`src/rtl/tournament_update_scheduler.sv`:
```
// tournament_update_scheduler
//
// Queues resolved branches and feeds them to the global/choice predictor
// tables. Each table update uses a two-cycle slot: a read cycle, then a write
// cycle. The index and outcome stay constant for the whole slot. The block
// also keeps the global path-history register that the table index is
// built from.
//
// Ports
//   clock        system clock, all state on the rising edge
//   reset        asynchronous active-high reset, clears all state
//   res_valid    resolved branch presented
//   res_ph       path history the branch was predicted with
//   res_taken    actual branch outcome
//   res_mispred  branch was mispredicted (qualified by res_valid)
//   res_ready    queue can accept (q_count < QDEPTH)
//   tbl_en       slot active
//   tbl_phase    0 = read cycle, 1 = write cycle of the slot
//   tbl_ph       table index for the current slot
//   tbl_taken    outcome for the current slot
//   ghist        current global path history
//   q_count      number of entries held in the queue
//   busy         slot in progress or queue not empty
//   mispred_cnt  saturating count of accepted mispredicts
module tournament_update_scheduler #(
    parameter int PH_W   = 12,
    parameter int QDEPTH = 4,
    parameter int CNT_W  = 16
) (
    input  logic                        clock,
    input  logic                        reset,
    input  logic                        res_valid,
    input  logic [PH_W-1:0]             res_ph,
    input  logic                        res_taken,
    input  logic                        res_mispred,
    output logic                        res_ready,
    output logic                        tbl_en,
    output logic                        tbl_phase,
    output logic [PH_W-1:0]             tbl_ph,
    output logic                        tbl_taken,
    output logic [PH_W-1:0]             ghist,
    output logic [$clog2(QDEPTH):0]     q_count,
    output logic                        busy,
    output logic [CNT_W-1:0]            mispred_cnt
);

    localparam int AW = $clog2(QDEPTH);
    localparam int CW = AW + 1;

    typedef enum logic [1:0] {
        IDLE  = 2'd0,
        READ  = 2'd1,
        WRITE = 2'd2
    } state_t;

    state_t            state_reg;
    logic [PH_W:0]     mem [QDEPTH];
    logic [AW-1:0]     wr_ptr_reg;
    logic [AW-1:0]     rd_ptr_reg;
    logic [CW-1:0]     q_count_reg;
    logic [PH_W-1:0]   ghist_reg;
    logic [CNT_W-1:0]  mispred_cnt_reg;
    logic              tbl_en_reg;
    logic              tbl_phase_reg;
    logic [PH_W-1:0]   tbl_ph_reg;
    logic              tbl_taken_reg;
    logic              push;
    logic              pop;

    // A push never bypasses to a pop on the same edge. A pop only happens
    // when the queue was already non-empty before that edge.
    assign res_ready = (q_count_reg < CW'(QDEPTH));
    assign push      = res_valid && res_ready;
    assign pop       = (state_reg != READ) && (q_count_reg != '0);

    assign q_count     = q_count_reg;
    assign ghist       = ghist_reg;
    assign mispred_cnt = mispred_cnt_reg;
    assign tbl_en      = tbl_en_reg;
    assign tbl_phase   = tbl_phase_reg;
    assign tbl_ph      = tbl_ph_reg;
    assign tbl_taken   = tbl_taken_reg;
    assign busy        = (state_reg != IDLE) || (q_count_reg != '0);

    // Queue storage has no reset. q_count alone decides which entries are valid.
    always_ff @(posedge clock) begin
        if (push) begin
            mem[wr_ptr_reg] <= {res_ph, res_taken};
        end
    end

    // Queue pointers, occupancy, path history and statistics.
    always_ff @(posedge clock or posedge reset) begin
        if (reset) begin
            wr_ptr_reg      <= '0;
            rd_ptr_reg      <= '0;
            q_count_reg     <= '0;
            ghist_reg       <= '0;
            mispred_cnt_reg <= '0;
        end else begin
            if (push) begin
                wr_ptr_reg <= wr_ptr_reg + AW'(1);
            end
            if (pop) begin
                rd_ptr_reg <= rd_ptr_reg + AW'(1);
            end
            case ({push, pop})
                2'b10:   q_count_reg <= q_count_reg + CW'(1);
                2'b01:   q_count_reg <= q_count_reg - CW'(1);
                default: q_count_reg <= q_count_reg;
            endcase
            if (push) begin
                // A mispredict repairs history from the branch's own snapshot.
                if (res_mispred) begin
                    ghist_reg <= {res_ph[PH_W-2:0], res_taken};
                end else begin
                    ghist_reg <= {ghist_reg[PH_W-2:0], res_taken};
                end
                if (res_mispred && (mispred_cnt_reg != '1)) begin
                    mispred_cnt_reg <= mispred_cnt_reg + CNT_W'(1);
                end
            end
        end
    end

    // Slot FSM. The head entry is captured only on entry to READ, so the
    // index and outcome stay the same through the whole slot.
    always_ff @(posedge clock or posedge reset) begin
        if (reset) begin
            state_reg     <= IDLE;
            tbl_en_reg    <= 1'b0;
            tbl_phase_reg <= 1'b0;
            tbl_ph_reg    <= '0;
            tbl_taken_reg <= 1'b0;
        end else begin
            case (state_reg)
                READ: begin
                    state_reg     <= WRITE;
                    tbl_en_reg    <= 1'b1;
                    tbl_phase_reg <= 1'b1;
                end
                default: begin
                    if (pop) begin
                        state_reg     <= READ;
                        tbl_en_reg    <= 1'b1;
                        tbl_phase_reg <= 1'b0;
                        tbl_ph_reg    <= mem[rd_ptr_reg][PH_W:1];
                        tbl_taken_reg <= mem[rd_ptr_reg][0];
                    end else begin
                        state_reg     <= IDLE;
                        tbl_en_reg    <= 1'b0;
                        tbl_phase_reg <= 1'b0;
                    end
                end
            endcase
        end
    end

endmodule

```
`config.mk`:
```
export PLATFORM = sky130hd
export DESIGN_NAME = tournament_update_scheduler
export DESIGN_NICKNAME = d
export VERILOG_FILES = /design/src/rtl/tournament_update_scheduler.sv
export SDC_FILE = /design/constraint.sdc
export NUM_CORES = 1
export LEC_CHECK = 0
export CORE_MARGIN = 1.5
export CORE_UTILIZATION = 62
export DETAILED_ROUTE_END_ITERATION = 8
export DONT_BUFFER_PORTS = 1
export MAX_ROUTING_LAYER = met4
export PLACE_DENSITY = 0.76
export SETUP_SLACK_MARGIN = 0.5
export SLEW_MARGIN = 20
export SYNTH_ARGS = -nofsm -noshare
export SYNTH_HDL_FRONTEND = slang
export SYNTH_SLANG_ARGS = --single-unit
```
`constraint.sdc`:
```
create_clock -name clock -period 2.9 [get_ports clock]
set_input_delay 0.58 -clock clock [delete_from_list [all_inputs] [get_ports clock]]
set_output_delay 0.58 -clock clock [all_outputs]
set_load 0.02 [all_outputs]
```
[After elaboration in Yosys (flattened, before gate mapping)]
Memories as Yosys holds them, arrays and structs flattened. A register that Yosys moved wholly into a read port is not among the register bits.
Index checks and enable logic that the tools add are counted.
Word-level totals
  register bits after elaboration: 39
  memory bits (writable): 52
  logic and storage cells: 39
  memories kept: 1
Memories
  mem: depth 4, width 13, read ports 1, clocked after Yosys merged registers in 1, wr ports 1, line 57  | logic [PH_W:0] mem [QDEPTH];
Cells by class
  $add $sub $neg: 5
  order comparisons: 1
  eq/ne operators: 5
  mux-type cells: 9
  bitwise gates (word level): 1
  reduce and logical (&&, ||, !) cells: 9
Operator list (number)
  16-bit by 1-bit adder with 16-bit output, second input constant: 1
  16-bit != test, second input constant: 1
  12-bit 2-to-1 mux: 1
  1-bit 2-to-1 mux: 6
  3-bit case mux with 2 select lines: 1
  2-bit by 1-bit adder with 2-bit output, second input constant: 2
  2-bit by 1-bit == test with 1-bit output, second input constant: 2
  2-bit AND reduction: 2
  2-bit nonzero test: 2
  3-bit by 1-bit adder with 3-bit output, second input constant: 1
  1-bit logical AND: 3
  3-bit < comparator, second input constant: 1
  3-bit nonzero test: 1
  3-bit by 1-bit subtractor with 3-bit output, second input constant: 1
  2-bit == test, second input constant: 1
  2-bit 2-to-1 mux: 1
  2-bit by 1-bit != test with 1-bit output, second input constant: 1
  1-bit logical OR: 1
  1-bit inverter: 1

[Longest topological paths before layout]
Gate-level depths: netlist (run 1).
  depth in word-level cells: 4
  depth in mapped cells: 9
  depth with buffers taken out: 8

[Worst setup path after synthesis (run 1)]
No wires, ideal clock.
  path type: flip-flop to flip-flop
  from: register q_count_reg[0], in the netlist q_count[0]
  to: register q_count_reg[2], in the netlist q_count[2]
  setup time: 80 ps
  data arrival time: 2197 ps
  path slack: 623 ps
  cell stages (with the launch flop): 10
  path buffers: 1
  period minus slack after synthesis: 2277 ps
  cell sequence: dfrtp_1 -> nor3_1 -> nor2_1 -> buf_2 -> ha_1 -> inv_1 -> fa_1 -> xor2_1 -> nor2_1 -> xnor2_1
On the way
  longest elaborated chain between the ends: 4
  elaborated cells on any way between the ends: 10
  classes of those cells: add/sub (2); order compare (1); eq/ne (2); mux (1); reduce/logical (4)
RTL lines
  from (decl): line 60  | logic [CW-1:0] q_count_reg;
  from (signal assigned): line 108  | 2'b10: q_count_reg <= q_count_reg + CW'(1);
  from (signal assigned): line 109  | 2'b01: q_count_reg <= q_count_reg - CW'(1);
  from (signal assigned): line 110  | default: q_count_reg <= q_count_reg;
  3-bit nonzero test (*): line 74  | assign pop = (state_reg != READ) && (q_count_reg != '0);
  1-bit logical AND (*): line 74
  via pop: line 68  | logic pop;
  2-bit by 1-bit == test with 1-bit output or 2-bit == test (tied branches): line 107  | case ({push, pop})
  3-bit case mux with 2 select lines or 2-bit nonzero test (tied branches)
Mark *: on every way through the listed nets, which the timed path passes. The rest lies on a longest branch.
A chain may end at the register's enable or synchronous reset.

[Worst setup path in the final report (run 1)]
  from: register q_count_reg[2], in the netlist q_count[2]
  to: output port busy
On the way
  longest elaborated chain between the ends: 2
RTL lines
  3-bit nonzero test: line 83  | assign busy = (state_reg != IDLE) || (q_count_reg != '0);
  1-bit logical OR: line 83
  to (decl): line 43  | output logic busy,
Every way passes these cells.

==> metrics.md, run 1 <==
| Metric | Value |
|---|---|
| Final Cell Area | 4490 um^2 |
| Largest net degree at the start of global routing | 28 |
| Clock-pin slew on the worst setup and hold paths | 0.10 ns |
| Static Leak | 1.73 nW |
| Critical Path RT | 2.32 ns |
| CTS tree | done |
| Met3 usage | 6.32% |
| Slew Limit Fails | 0 |
| M1 GR Usage | 26.8% |
| Post-synthesis mux area share | 13.6% |
| Post-Synth Simple-Gate Area | 8.33% |
| Setup CP Type | flip-flop to output port |
| CTS Buffer Depth | 2 |
| CP startpoint kind | flip-flop |
| Worst r2r path cells | 5 |
| Total power | 0.00444 W |
| Max Cap Viol | 0 |
| Hold Crit Class | primary input to flip-flop |
| Post-detailed-routing wire length | 6.99 mm |
| Final period util | 70.2% |
| Min Tclk post-route | 2.04 ns |
| Fill count | 415 |
| WP data arrival | 1.46 ns |
| Final hold vios | 0 |
| Slew @ Worst Pin | 0.685 ns |
| Crit-path max FO | 5 |
| Avg WL per Cell | 19.5 um |
| ANT nets after route | 0 |
| Status | finished, violations left |
| Num rows | 29 |
| H-tree levels | 3 |
| Critical Path End Type | output port |
| Buf+Inv Stages, Crit Path | 0 |
| Cell Area, Synth | 4190 um^2 |
| Initial core utilization | 65.2% |
| Top delay family on crit path | simple AND/OR/NAND/NOR gates |
| PnR worst setup slack | 0.865 ns |
| Placed cell areas | 4280 um^2 |
| WHS Path Cells | 0 |
| Root buffer cell | clkbuf_8 |
| Num CTS Buffers | 9 |
| Worst path depth | 2 |
| Via count | 2157 |
| Failing checks | design-rule violations |
| HPWL Detailed | 4.92 mm |
| CTS sink cnt | 103 |
| Dominant synthesized flop cell | edfxtp_1 |
| First DRT Iteration DRCs | 145 |
| Initial antenna violation count | 0 |
| Area share of the largest cell type after synthesis | 37.3% |
| Seq/Total Area, Yosys | 67.7% |
| I/O Buffers | 0 |
| Adder-cell share of the synthesized area | 2.27% |
| Die Span Y | 85.2 um |
| Placer Congestion | 0.772 |
| # diodes | 0 |
| Synth area leaders | edfxtp_1 (37%), dfrtp_1 (30%), mux4_2 (7.0%) |
| Die X | 85.2 um |
| # IOs | 65 |
| PD cells | 989 nW/um^2 |
| Fmax | 491 MHz |
| First-pass GRT wire length | 11.4 mm |
| Mapped Nets | 293 |
| Mapped Avg Cell Area | 15.6 um^2 |
| Post-CTS Setup Bufs | 0 |
| Final Util | 70.0% |
| Finish-stage setup viols | 0 |
| Mapped Cells | 269 |
| Fin Setup TNS | 0 ns |
| Remaining Overflow, GRT | 0 |
| PostCTS Resize Cnt | 0 |
| P&R area growth vs syn | 7.26% |
| Hold_buf cts | 1 |
| Final nets | 300 |
| #FFs+latches synth | 103 |
| Synth cell count leaders | edfxtp_1 (52), dfrtp_1 (51), nor2_1 (20) |
| Xor/xnor share of the synthesized area | 3.55% |
| Largest family of logic cells by synthesized area | multiplexers |
| Place WS | 0.924 ns |
| Skew-Pair Late Insertion Delay | 0.35 ns |
| Yosys cell types | 38 |
| Clk_skew | 0.0107 ns |
| Worst path max stage delay | 0.52 ns |
| Vias/cell | 6.03 |
| Max reg flops | 52 |
| Layout cells sized above 1 | 18.9% |
| Grt peak-use layer | met2 |
| RSZ-0062 raised after global routing | false |
| Cell with the most instances after synthesis | edfxtp_1 |
| Die ar. | 7260 um^2 |
| Synth Area in Compound Gates | 2.72% |
| Slew HR | 54.3% |
| Cells along the critical path | nor3_1, nand2_1 |
| Number of synthesized flops with an enable pin | 52 |
| GRT met2 Usage | 35.2% |
| Slowest library cell on the worst path | dfrtp_1 |
| Core Area | 6420 um^2 |
| Max VDD drop | 526 uV |
| Synth warn | 0 |
| Total GRT Usage | 21.8% |
| Vias in the first global route | 2311 |
| Synth async-reset ratio | 49.5% |
| Drt drc | 7 |
| DRT Pass-1 Iters | 6 |
| Synth area leader | edfxtp_1 |
==> logic make-up after synthesis <==
kind of cell | after synthesis
buf+inv | 18
mux | 39
compound gates | 20
fa+ha+maj | 7
simple gates | 65
xor+xnor | 17
flops | 103
==> worst paths after layout <==
| path | startpoint | to | slack (ns) |
|---|---|---|---|
| max in group asynchronous | reset | mispred_cnt[5] | 1.73 |
| hold reg to reg | state_reg[0] | state_reg[1] | 0.57 |
| min in group asynchronous | reset | q_count[2] | 0.58 |
| setup / recovery | q_count[2] | busy | 0.86 |
| hold / removal | res_ph[10] | mem[1][11] | 0.32 |
| setup reg to reg | mispred_cnt[0] | mispred_cnt[1] | 0.90 |
==> placed cells by master (no fill, tap or decap), drive strengths merged, types with 2 or more instances in the layout <==
master / instances
inv: 9
a21oi: 13
nand3: 5
dfrtp: 51
clkbuf: 11
xnor2: 5
nand3b: 2
ha: 6
nand2: 10
mux2: 14
nand4: 3
edfxtp: 52
and3: 2
xor2: 12
a2111oi: 2
and2: 4
clkinv: 3
nor2b: 2
nor3: 10
nor2: 20
mux4: 13
o21ai: 3
buf: 5
mux2i: 12
==> routing by layer <==
metal,up-vias,share of wire (%)
li1,1006,-
met1,1096,41
met2,51,53
met3,4,5.8
met4,0,0.76
met5,-,0
==> layout make-up <==
cell class                      instances  area, um^2  area share (%)
Sequential cell                       103        2840            63.2
Multi-Input combinational cell        148        1280            28.5
Clock buffer                           11         163            3.62
Tap cell                               77        96.3            2.14
Timing Repair Buffer                    6        47.5            1.06
Clock inverter                          5        38.8           0.863
Inverter                                8        30.0           0.668
==> report_power, final <==
part / internal, W / switching [W]
combinational: 0.000552 / 0.000497
clock: 0.000393 / 0.000466
sequential: 0.00193 / 0.000610
==> metrics by stage <==
step                      std cells  hold WS (ns)
after detailed placement        341         0.379
after global routing            358         0.297
after global placement          341         0.380
after CTS                       358         0.304
after floorplan                 269         0.531
final                           358         0.323
Power figures use the tool's default switching activity.
==> run 2: changes to the inputs <==
==> constraint.sdc (replaced) <==
create_clock -name clock -period 1.95 [get_ports clock]
set_input_delay 0.39 -clock clock [delete_from_list [all_inputs] [get_ports clock]]
set_output_delay 0.39 -clock clock [all_outputs]
set_load 0.02 [all_outputs]
==> run 2 against run 1 <==
Compared with the run above:
- the run still ends with design-rule violations left
- total power is 58% higher
- combinational power increased by 96%
- sequential share of layout area fell by 6.2 points
- sequential power up 48%
- global-route usage rose by 4.1 points
- count of clock-buffer cells in the layout down 1
- via count up 13%
- largest cell class unchanged
==> metrics.md, run 2 (synthesized netlist as in run 1, its figures left out) <==
| Metric | Value |
|---|---|
| Grt peak-use layer | met1 |
| PD cells | 1400 nW/um^2 (+41%) |
| Remaining Overflow, GRT | 0 (unchanged) |
| H-tree levels | 3 (unchanged) |
| Area of the multi-input gates | 1570 um^2 (+22%) |
| Final hold vios | 0 (unchanged) |
| M1 GR Usage | 37.3% (+10 points) |
| CP startpoint kind | flip-flop |
| Largest net degree at the start of global routing | 35 (+25%) |
| Status | finished, violations left |
| Final nets | 330 (+10%) |
| DRT Pass-1 Iters | 6 (unchanged) |
| Worst R2R Setup Slack | 0.22 ns (-0.68 ns) |
| Min Hold Slack | 0.122 ns (-0.201 ns) |
| Num CTS Buffers | 9 (unchanged) |
| FF/Latch Area | 2860 um^2 (+0.88%) |
| RSZ-0062 raised after global routing | true |
| Initial core utilization | 65.2% (unchanged) |
| Hold path endpoint | mem[3][5] |
| Num rows | 29 (unchanged) |
| Die X | 85.2 um (unchanged) |
| Critical Path End Type | flip-flop |
| Failing checks | design-rule violations |
| Cells along the critical path | and4_4, or3b_4, nor4b_4, xor2_1 |
| Final Util | 78.2% (+8.3 points) |
| Clk_skew | 0.00457 ns (-0.00613 ns) |
| Post-detailed-routing wire length | 8.76 mm (+25%) |
| Fin Setup TNS | 0 ns (unchanged) |
| Commonest non-fill, non-tap cell in the layout | edfxtp_1 |
| Placer Congestion | 0.901 (+17%) |
| HPWL Detailed | 5.35 mm (+8.7%) |
| Hold Startpoint | res_ph[4] |
| Die ar. | 7260 um^2 (unchanged) |
| Worst r2r path cells | 4 (-1) |
| First-pass GRT wire length | 13.2 mm (+15%) |
| Finish-stage setup viols | 0 (unchanged) |
| CTS sink cnt | 103 (unchanged) |
| Slowest library cell on the worst path | dfrtp_2 |
| WP data arrival | 2.02 ns (+0.56 ns) |
| Min Tclk post-route | 1.73 ns |
| Fill count | 345 (-17%) |
| Slew Limit Fails | 0 (unchanged) |
| P&R area growth vs syn | 19.9% |
| Critical Path RT | 2.23 ns (-0.09 ns) |
| Most frequent cells in the layout | edfxtp_1 (52), dfrtp_1 (31), buf_4 (21) |
| GRT met2 Usage | 36.2% (+1.0 points) |
| Critical R2R Capture | mispred_cnt[15] |
| Vias/cell | 6.29 (+4.4%) |
| Initial antenna violation count | 0 (unchanged) |
| Static Leak | 1.92 nW (+11%) |
| Crit-path max FO | 6 (+1) |
| Total power | 0.00701 W (+58%) |
| Met3 usage | 6.03% (-0.29 points) |
| Via count | 2441 (+13%) |
| Skew-Pair Late Insertion Delay | 0.36 ns (about the same) |
| Max VDD drop | 889 uV (+69%) |
| I/O Buffers | 0 (unchanged) |
| First DRT Iteration DRCs | 231 (+59%) |
| Core Area | 6420 um^2 (unchanged) |
| Die Span Y | 85.2 um (unchanged) |
| Slew HR | 61.5% (+7.1 points) |
| Worst path max stage delay | 0.51 ns (about the same) |
| Total GRT Usage | 25.8% (+4.1 points) |
| # IOs | 65 (unchanged) |
| CTS Buffer Depth | 2 (unchanged) |
| Layout cells sized above 1 | 44.4% (+26 points) |
| Setup CP Type | flip-flop to flip-flop |
| Avg WL per Cell | 22.6 um (+16%) |
| CTS tree | done |
| WHS Path Cells | 0 (unchanged) |
| # diodes | 0 (unchanged) |
| Fmax | 577 MHz |
| Root buffer cell | clkbuf_8 |
| Drt drc | 4 (-3) |
| Worst R2R Start | mispred_cnt[3] |
| Vias in the first global route | 2343 (+1.4%) |
| Slew @ Worst Pin | 0.577 ns (-0.108 ns) |
| ANT nets after route | 0 (unchanged) |
| Max reg flops | 52 (unchanged) |
| Final period util | 88.9% |
| Max Cap Viol | 0 (unchanged) |
| Clock-pin slew on the worst setup and hold paths | 0.10 ns (about the same) |
| Hold Crit Class | primary input to flip-flop |
run 2: changes by cell type in the layout (fill, tap and decap cells not counted), moves of 3 or more:
cell / delta
buf_6: +8
dfrtp_2: +20
nor3_1: -10
nand3_1: -3
buf_4: +16
nor2_1: -3
and2_1: -4
dfrtp_1: -20
nor3_2: +4
and2_4: +8
nor3_4: +6
run 2: report_power, final:
group | internal [W] | switching [W]
Sequential | 0.00288 | 0.000870
Clock | 0.000472 | 0.000720
Combinational | 0.00107 | 0.000998
Total | 0.00442 | 0.00259
run 2: per-stage QoR:
stage	instance area [um^2]	cells	worst slack, ns
3_3_place_gp	4580	355	0.256
2_1_floorplan	4430	269	0.123
6_report	5020	388	0.217
3_5_place_dp	4580	355	0.211
5_1_grt	5020	388	0.118
4_1_cts	4920	384	0.224
run 2: layout make-up:
type | count | share of cell area, %
sequential | 103 | 57.0
multi-input combinational | 152 | 31.2
timing repair buffer | 32 | 5.83
clock buffer | 10 | 2.54
tap | 77 | 1.92
clock inverter | 6 | 0.872
inverter | 8 | 0.672
run 2: critical path: cells and delay by family (launching register included):
family | cells | cell delay (ns)
AND/OR/NAND/NOR | 3 | 0.99
flip-flops | 1 | 0.51
XOR/XNOR | 1 | 0.16
run 2: how the worst max path moves through the flow:
stage,start,endpoint,depth (start not counted)
detailed placement,mispred_cnt[0],mispred_cnt[15],4
finish,mispred_cnt[3],mispred_cnt[15],4
global route,state_reg[0],q_count[2],8
floorplan,q_count[0],q_count[2],9
CTS,q_count[2],q_count[2],8
global placement,q_count[1],q_count[2],8
run 2: routing by layer:
layer / wire (um) / vias up
li1: - / 1069
met1: 3690 / 1253
met2: 4310 / 105
met3: 625 / 14
met4: 138 / 0
met5: 0 / -
run 2: what timing repair did:
item	in CTS	in global routing
pin swaps	17	9
setup endpoints to repair	85	86
buffers inserted	8	4
hold buffers	1	0
gates resized for setup	20	16
gates cloned	4	0
hold endpoints to repair	23	0
==> run 3: changes to the inputs <==
--- a/config.mk
+++ b/config.mk
@@ -5,12 +5,14 @@
 export SDC_FILE = /design/constraint.sdc
 export NUM_CORES = 1
 export LEC_CHECK = 0
+export ABC_AREA = 1
 export CORE_MARGIN = 1.5
-export CORE_UTILIZATION = 62
+export CORE_UTILIZATION = 63
+export CTS_CLUSTER_SIZE = 25
 export DETAILED_ROUTE_END_ITERATION = 8
 export DONT_BUFFER_PORTS = 1
 export MAX_ROUTING_LAYER = met4
-export PLACE_DENSITY = 0.76
+export PLACE_DENSITY = 0.77
 export SETUP_SLACK_MARGIN = 0.5
 export SLEW_MARGIN = 20
 export SYNTH_ARGS = -nofsm -noshare
==> run 3 against run 2 <==
Compared with the run above:
- final cell count grew 48%
- critical endpoint is now q_count[2]
- total power increased by 2.2%
- largest power group unchanged
- cell area grew 5.4%
- via count up 33%
- die area increased by 5.5%
- setup slack lost 0.032 ns
- sequential power shrank 2%
- sequential share of layout area is 3.3 points lower
- synthesized cell count up 67%
- register-to-register slack lost 0.03 ns
- the flow now finishes without violations
- largest cell class unchanged
- maximum frequency down 1.8%
==> metrics.md, run 3 <==
| Metric | Value |
|---|---|
| Status | finished, final reports clean |
| Skew-Pair Late Insertion Delay | 0.37 ns (about the same) |
| Met3 usage | 6.54% (+0.51 points) |
| Synth area leader | edfxtp_1 |
| Final period util | 90.5% (+1.7 points) |
| CP startpoint kind | flip-flop |
| Number of synthesized flops with an enable pin | 52 (unchanged) |
| Synth area leaders | edfxtp_1 (35%), dfrtp_1 (28%), nor2_1 (7.4%) |
| Fmax | 566 MHz (-1.8%) |
| Dominant synthesized flop cell | edfxtp_1 |
| Via count | 3257 (+33%) |
| Clock-pin slew on the worst setup and hold paths | 0.09 ns (about the same) |
| Layout cells sized above 1 | 23.3% (-21 points) |
| RSZ-0062 raised after global routing | true |
| Total GRT Usage | 28.0% (+2.1 points) |
| Synth warn | 0 (unchanged) |
| Finish-stage setup viols | 0 (unchanged) |
| Hold Crit Class | primary input to flip-flop |
| WHS Path Cells | 0 (unchanged) |
| Most frequent cells in the layout | nor2_1 (77), edfxtp_1 (52), nand2_1 (51) |
| Vias in the first global route | 3149 (+34%) |
| Slowest library cell on the worst path | dfrtp_2 |
| Synth async-reset ratio | 49.5% (unchanged) |
| Mapped Cells | 450 (+67%) |
| Mapped Avg Cell Area | 10.0 um^2 (-36%) |
| Slew Limit Fails | 0 (unchanged) |
| Mapped Nets | 474 (+62%) |
| Min Hold Slack | 0.109 ns (-0.0124 ns) |
| Drt drc | 0 (-4) |
| Remaining Overflow, GRT | 0 (unchanged) |
| Final hold vios | 0 (unchanged) |
| Critical Path End Type | flip-flop |
| Placer Congestion | 0.827 (-8.2%) |
| Seq/Total Area, Yosys | 63.1% (-4.7 points) |
| Total power | 0.00716 W (+2.2%) |
| Avg WL per Cell | 17.2 um (-24%) |
| Grt peak-use layer | met2 |
| Die Span Y | 87.5 um (+2.7%) |
| P&R area growth vs syn | 17.7% |
| HPWL Detailed | 5.80 mm (+8.5%) |
| Fin Setup TNS | 0 ns (unchanged) |
| Cells along the critical path | inv_6, nand3_4, o21ai_2, inv_2, ha_4, inv_4, fa_2, a21oi_1, o21ai_1, xor2_1 |
| Num CTS Buffers | 9 (unchanged) |
| Fill count | 473 (+37%) |
| Post-detailed-routing wire length | 9.90 mm (+13%) |
| I/O Buffers | 0 (unchanged) |
| Max VDD drop | 1190 uV (+34%) |
| Slew @ Worst Pin | 0.559 ns (-0.0176 ns) |
| # diodes | 0 (unchanged) |
| Critical Path RT | 2.20 ns (-0.03 ns) |
| Max reg flops | 52 (unchanged) |
| Commonest non-fill, non-tap cell in the layout | nor2_1 |
| Vias/cell | 5.65 (-10%) |
| M1 GR Usage | 34.4% (-2.9 points) |
| Max Cap Viol | 0 (unchanged) |
| Final nets | 499 (+51%) |
| CTS tree | done |
| PD cells | 1350 nW/um^2 (-3.1%) |
| Die ar. | 7660 um^2 (+5.5%) |
| Worst r2r path cells | 10 (+6) |
| Core Area | 6830 um^2 (+6.4%) |
| Final Util | 77.5% (-0.69 points) |
| ANT nets after route | 0 (unchanged) |
| Die X | 87.5 um (+2.7%) |
| GRT met2 Usage | 45.8% (+9.6 points) |
| Hold path endpoint | mem[2][5] |
| Static Leak | 2.11 nW (+9.5%) |
| H-tree levels | 3 (unchanged) |
| Min Tclk post-route | 1.77 ns (+0.0323 ns) |
| DRT Pass-1 Iters | 5 (-1) |
| Slew HR | 62.7% (+1.2 points) |
| Initial antenna violation count | 0 (unchanged) |
| Worst R2R Start | q_count[2] |
| Place WS | 0.193 ns (-0.0183 ns) |
| Initial core utilization | 65.9% (+0.64 points) |
| #FFs+latches synth | 103 (unchanged) |
| Cell with the most instances after synthesis | nor2_1 |
| Root buffer cell | clkbuf_8 |
| Num rows | 30 (+3.4%) |
| PnR worst setup slack | 0.185 ns (-0.0323 ns) |
| Clk_skew | 0.00940 ns (+0.00483 ns) |
| Area share of the largest cell type after synthesis | 34.7% (-2.6 points) |
| Synth cell count leaders | nor2_1 (89), nand2_1 (56), edfxtp_1 (52), dfrtp_1 (51), o21ai_0 (45) |
| CTS Buffer Depth | 2 (unchanged) |
| Cell Area, Synth | 4500 um^2 (+7.4%) |
| Hold Startpoint | res_ph[4] |
| First DRT Iteration DRCs | 142 (-39%) |
| # IOs | 65 (unchanged) |
| WP data arrival | 2.01 ns (about the same) |
| Crit-path max FO | 4 (-2) |
| Worst R2R Setup Slack | 0.18 ns (-0.03 ns) |
| Setup CP Type | flip-flop to flip-flop |
| Yosys cell types | 27 (-29%) |
| First-pass GRT wire length | 15.4 mm (+17%) |
| Worst path max stage delay | 0.47 ns (-0.04 ns) |
| Largest net degree at the start of global routing | 33 (-5.7%) |
| Critical R2R Capture | q_count[2] |
| CTS sink cnt | 103 (unchanged) |
## run 3: cell count changes after synthesis, sizes merged, moves of 8 or more
cell,previous run,this run
inv,8,48
nor2,20,95
mux2i,12,0
a31oi,1,13
mux4,13,0
o21ai,3,50
mux2,14,0
nor3,10,1
nand3,5,32
xor2,12,4
nand2,10,61
## run 3: layer usage
layer	share of wire, %	wire length [um]
met5	0	0
met4	1.7	167
met3	5.8	574
met2	52	5190
met1	40	3970
## run 3: timing repair
| action | 4_1_cts | 5_1_grt |
|---|---|---|
| hold buffers | 1 | 0 |
| pin swaps | 9 | 14 |
| hold endpoints to repair | 19 | 0 |
| buffers inserted | 17 | 3 |
| endpoints found under the setup margin | 85 | 91 |
| gates cloned | 1 | 1 |
| gates resized for setup | 36 | 23 |
## run 3: final cells by class
class | count | area [um^2] | share of cell area [%]
Clock buffer | 11 | 131 | 2.48
Clock inverter | 5 | 25.0 | 0.472
Inverter | 48 | 203 | 3.83
Multi-Input combinational cell | 281 | 1610 | 30.4
Sequential cell | 103 | 2850 | 53.7
Tap cell | 96 | 120 | 2.27
Timing Repair Buffer | 31 | 358 | 6.76
Timing Repair inverter | 1 | 5.00 | 0.0945
## run 3: worst max-delay path: cells and delay by family, from the launching register on
family	cells	cell delay, ns
xor gates and xnor gates	1	0.15
and+or+nand+nor	1	0.07
buffers and inverters	3	0.20
AOI/OAI and AO/OA	3	0.28
adders and majority gates	2	0.48
DFF	1	0.47
## run 3: worst max path at each step
stage	startpoint	to	cells past startpoint
after detailed placement	q_count[2]	q_count[2]	10
final	q_count[2]	q_count[2]	10
after global routing	q_count[2]	q_count[2]	10
after CTS	q_count[0]	q_count[2]	10
after floorplan	q_count[2]	q_count[2]	11
after global placement	q_count[2]	q_count[2]	10
## run 3: power breakdown
group          total [W]  switching [W]  internal (W)
clock            0.00114       0.000688      0.000453
sequential       0.00367       0.000808       0.00286
combinational    0.00235        0.00143      0.000921
total            0.00716        0.00293       0.00423
## run 3: cells by family after synthesis
logic type / count (synthesis) / synth area share, %
buf+inv: 66 / 6.12
compound gates: 77 / 8.93
fa+ha+maj: 7 / 2.11
xor+xnor: 6 / 1.17
flops: 103 / 63.1
simple gates: 191 / 18.6
## run 3: through the flow
step | area (um^2) | cells
6_report | 5300 | 576
5_1_grt | 5300 | 576
4_1_cts | 5190 | 572
3_5_place_dp | 4690 | 537
3_3_place_gp | 4690 | 537
2_1_floorplan | 4600 | 450
